<file path="src/rtl/fetch_sequencer.sv">
`default_nettype none
// ============================================================================
// fetch_sequencer : PC owner and fetch issue control for a 1-cycle imem,
//                   with a 2-entry skid FIFO toward decode.
// Revision        : 1.0
// ============================================================================
module fetch_sequencer #(
    parameter int unsigned        ADDR_W   = 32,
    parameter logic [ADDR_W-1:0]  RESET_PC = '0,
    parameter int unsigned        PC_STEP  = 4
) (
    input  logic              clk,
    input  logic              rst_n,
    input  logic              fetch_en,
    output logic [ADDR_W-1:0] imem_addr,
    input  logic [31:0]       imem_data,
    input  logic              redirect_valid,
    input  logic [ADDR_W-1:0] redirect_pc,
    output logic              out_valid,
    input  logic              out_ready,
    output logic [31:0]       out_instr,
    output logic [ADDR_W-1:0] out_pc
);

    typedef enum logic [0:0] {
        ST_IDLE = 1'b0,
        ST_RUN  = 1'b1
    } state_t;

    typedef struct packed {
        logic [ADDR_W-1:0] pc;
        logic [31:0]       instr;
    } entry_t;

    state_t            state_q, state_d;
    logic [ADDR_W-1:0] pc_q, pc_d;
    logic              inflight_q, inflight_d;
    logic [ADDR_W-1:0] inflight_pc_q, inflight_pc_d;
    entry_t [1:0]      fifo_q, fifo_d;
    logic [1:0]        count_q, count_d;

    logic              pop;
    logic              push;
    logic              issue;
    logic              wr_idx;
    logic [2:0]        credit_sum;

    assign out_valid  = (count_q != 2'd0);
    assign pop        = out_valid & out_ready;
    assign push       = inflight_q & ~redirect_valid;
    assign credit_sum = {1'b0, count_q} + {2'b00, inflight_q};

    // Reserve a FIFO slot for every outstanding read so a returning word
    // always has somewhere to land.
    assign issue = (state_q == ST_RUN) & fetch_en & ~redirect_valid &
                   (credit_sum < (3'd2 + {2'b00, pop}));

    // Head lives in slot 0; a push lands just behind whatever survives the pop.
    assign wr_idx = (count_q == 2'd2) | ((count_q == 2'd1) & ~pop);

    always_comb begin
        state_d       = fetch_en ? ST_RUN : ST_IDLE;
        pc_d          = pc_q;
        inflight_d    = issue;
        inflight_pc_d = inflight_pc_q;
        fifo_d        = fifo_q;
        count_d       = count_q;

        if (redirect_valid) begin
            pc_d    = redirect_pc;
            count_d = 2'd0;
        end else begin
            if (issue) begin
                pc_d          = pc_q + ADDR_W'(PC_STEP);
                inflight_pc_d = pc_q;
            end
            if (pop) begin
                fifo_d[0] = fifo_q[1];
            end
            if (push) begin
                fifo_d[wr_idx].pc    = inflight_pc_q;
                fifo_d[wr_idx].instr = imem_data;
            end
            count_d = count_q + {1'b0, push} - {1'b0, pop};
        end
    end

    always_ff @(posedge clk or negedge rst_n) begin
        if (!rst_n) begin
            state_q       <= ST_IDLE;
            pc_q          <= RESET_PC;
            inflight_q    <= 1'b0;
            inflight_pc_q <= '0;
            fifo_q        <= '0;
            count_q       <= 2'd0;
        end else begin
            state_q       <= state_d;
            pc_q          <= pc_d;
            inflight_q    <= inflight_d;
            inflight_pc_q <= inflight_pc_d;
            fifo_q        <= fifo_d;
            count_q       <= count_d;
        end
    end

    assign imem_addr = pc_q;
    assign out_instr = fifo_q[0].instr;
    assign out_pc    = fifo_q[0].pc;

endmodule
`default_nettype wire

</file>
<file path="config.mk">
export PLATFORM = sky130hd
export DESIGN_NAME = fetch_sequencer
export DESIGN_NICKNAME = d
export VERILOG_FILES = /design/src/rtl/fetch_sequencer.sv
export SDC_FILE = /design/constraint.sdc
export NUM_CORES = 1
export LEC_CHECK = 0
export CAP_MARGIN = 20
export CORE_ASPECT_RATIO = 1.1
export CORE_MARGIN = 2
export CORE_UTILIZATION = 35
export CTS_BUF_LIST = sky130_fd_sc_hd__clkbuf_8
export DETAILED_ROUTE_END_ITERATION = 10
export PLACE_DENSITY = 0.69
export SLEW_MARGIN = 0
export SYNTH_ARGS = -nofsm -noshare
export SYNTH_HDL_FRONTEND = slang
export SYNTH_SLANG_ARGS = --single-unit
</file>
<file path="constraint.sdc">
create_clock -name clk -period 2.2 [get_ports clk]
set_input_delay 0.66 -clock clk [delete_from_list [all_inputs] [get_ports clk]]
set_output_delay 0.66 -clock clk [all_outputs]
set_load 0.01 [all_outputs]
</file>
==> impl_metrics.ini <==
[timing]
final.setup.tns_ps = 0
setup_slack_ps = 62.1
slew_headroom = 0.708
hold_viol = 0
fin_skew_ps = 16.7
rsz0062_at_grt = false
setup_viol = 0
worst_slew_pin_slew_ps = 438
slew_violations = 0
fin_crit_sh = 0.972
max_freq_mhz = 468
finalCriticalPeriod_ps = 2140
whs_ps = 134

[global_routing]
overflow = 0
grt_max_degree = 50
grt.total_usage = 0.163
grt_pass1_wl_mm = 33.9
grt_pass1_vias = 6295
antenna_found_initial = 0

[synthesis]
synth_commonest_cells = dfrtp_1 (196), nand2_1 (164), mux2_2 (97)
synth_ff_type = dfrtp_1
synth_cell_types = 52
yosys_warnings = 0
avgSynthCellArea_um2 = 11.2
synth_top_area_share = 0.547
post-synth-top-count-cell = dfrtp_1
synth_top_cell_by_area = dfrtp_1
synth.ff_latch_count = 196
ys_seq_area_frac = 0.547
synth.net_count = 875
postSynthCellCount = 801
async_reset_ff_frac = 1.00
synth.area.top_cells = dfrtp_1 (55%), mux2_2 (12%), nand2_1 (6.9%)
synth_edf_count = 0
synth_area_um2 = 8970

[die]
die-area_um2 = 26900
io_pins = 166
start_util = 0.355
core_um2 = 25300
die_w_um = 157
rows = 61
dieHeight_um = 172

[placed_design]
gp_congestion = 0.803
port-buffer-count = 165
hpwl_mm = 15.3
place_ws_ps = -268

[worst_setup_path]
critPathTopFamily = buffers and inverters
cp-start-kind = flop
slowest_stage = clkdlybuf4s50_1
cpPeakStageDelay_ps = 550
worstPathArrival_ps = 1480
reg2regPathDepth = 8
cp_num_cells = 1
worst_ep_required_time_ps = 1540
startpoint = imem_addr[27]
r2r-end = imem_addr[25]
path_max_fanout = 5
cp_num_buf_inv = 1
worstSetupPathType = flop to primary output
r2r-start = count_q[0]
r2r_slack_ps = 110
worstPathCellList = clkdlybuf4s50_1
end_kind = primary output
endpoint = imem_addr[27]

[power_and_ir_drop]
powerDensity_nw_per_um2 = 1020
p_switching_mw = 3.95
p_total_mw = 11.9
combinationalPowerShare = 0.335
cellLeakagePower_nw = 5.23
max-vdd-ir-drop_v = 0.000343
seqPwrFrac = 0.465
switching_share = 0.331
p_int_mw = 7.99
p_clk_frac = 0.201

[routing]
drtPass1Iterations = 5
route.detailed.drc = 0
ant_nets = 0
viasPerCell = 4.87
routedWlPerCell_um = 16.2
via_count = 6454
routed_wl_mm = 21.5
dr.first_iter.drc_count = 322

[clock_tree]
ctsLongestPathBuffers = 2
clock_latency_ps = 470
root_buffer = clkbuf_8
cts_made_buffers = 17
ctsHoldBuffers = 0
clk_pin_slew_ps = 120
cts_tree = yes
clkSinkCount = 196
htree_levels = 4

[final_layout]
diodes = 0
drive_above_1_share = 0.281
num-nets-final = 1040
final_core_util = 0.464
syn_to_final_growth_pct = 30.7

[status]
status = complete, no violations

[job]
drv_cap = 0

[min_path]
min_path_type = input pin to async pin
==> worst min path at each step <==
stage / startpoint / to / slack, ps / cells past startpoint
CTS: rst_n / out_instr[27] / 110 / 1
global route: rst_n / out_instr[23] / 120 / 1
detailed placement: out_instr[29] / out_instr[29] / 460 / 2
floorplan: rst_n / count_q[0] / 360 / 0
finish: rst_n / fifo_q[87] / 130 / 1
global placement: out_instr[26] / out_instr[26] / 450 / 2
==> layout by cell type (no fill, tap or decap), types with 6 or more instances in the layout <==
cell type	count
buf_12	16
nand2_1	164
o21ai_0	15
dfrtp_1	171
inv_8	6
o21ai_1	13
dlygate4sd2_1	6
dfrtp_2	25
xnor2_1	18
buf_4	71
a22oi_1	53
nor4_2	6
a31oi_1	13
clkbuf_8	18
nor2_1	8
nand3_1	10
inv_1	6
xor2_1	10
nand4_1	11
mux2_2	97
nor3_1	14
clkdlybuf4s50_1	156
==> what timing repair did <==
item | CTS | global route
setup endpoints to repair | 30 | 24
pin swaps | 0 | 0
setup buffers | 13 | 21
gates resized for setup | 34 | 5
==> power by group through the flow <==
stage | logic (mW) | clock network, mW | registers (mW)
after global placement | 3.85 | 0 | 5.63
final | 4.00 | 2.40 | 5.55
after CTS | 3.98 | 2.49 | 5.59
after floorplan | 2.59 | 0 | 5.47
after detailed placement | 3.92 | 0 | 5.70
after global routing | 4.40 | 2.63 | 5.73
==> per-stage QoR <==
step,cell area [um^2],instances
detailed placement,11000,1259
global placement,11000,1259
floorplan,8970,801
CTS,11500,1304
finish,11700,1325
global route,11700,1325
==> area by class of cell <==
class / instances / area [um^2]
well taps: 346 / 433
clock buffers: 17 / 234
inverters: 7 / 26.3
multi-input cells: 492 / 3420
fillers: 2331 / 13500
repair buffers: 252 / 2490
clock inverters: 15 / 183
flip-flops and latches: 196 / 4940
==> flip-flops by register name, indices dropped and copies added, names as in the netlist <==
signal and flops:
out_pc 32, inflight_q 1, count_q 2, fifo_q 64, state_q 1, inflight_pc_q 32, out_instr 32, imem_addr 32
==> layer usage <==
| metal | share of wire | vias up | GRT usage |
|---|---|---|---|
| li1 | - | 3050 | - |
| met1 | 0.46 | 3202 | 0.219 |
| met2 | 0.49 | 188 | 0.271 |
| met3 | 0.050 | 14 | 0.0313 |
| met4 | 0.0096 | 0 | 0.0455 |
| met5 | 0 | - | 0 |
==> kinds of logic (layout without fill, tap and decap cells) <==
group                    after synthesis  count (layout)  share of synthesized area
AO/OA/AOI/OAI                        104             104                     0.0780
flip-flops                           196             196                      0.547
buffers and inverters                113             291                     0.0783
multiplexers                          99              99                      0.124
AND/OR/NAND/NOR                      256             256                      0.139
adder cells (fa/ha/maj)                5               5                    0.00697
XOR/XNOR                              28              28                     0.0273
Note: power is estimated with default switching activity, not from simulation.
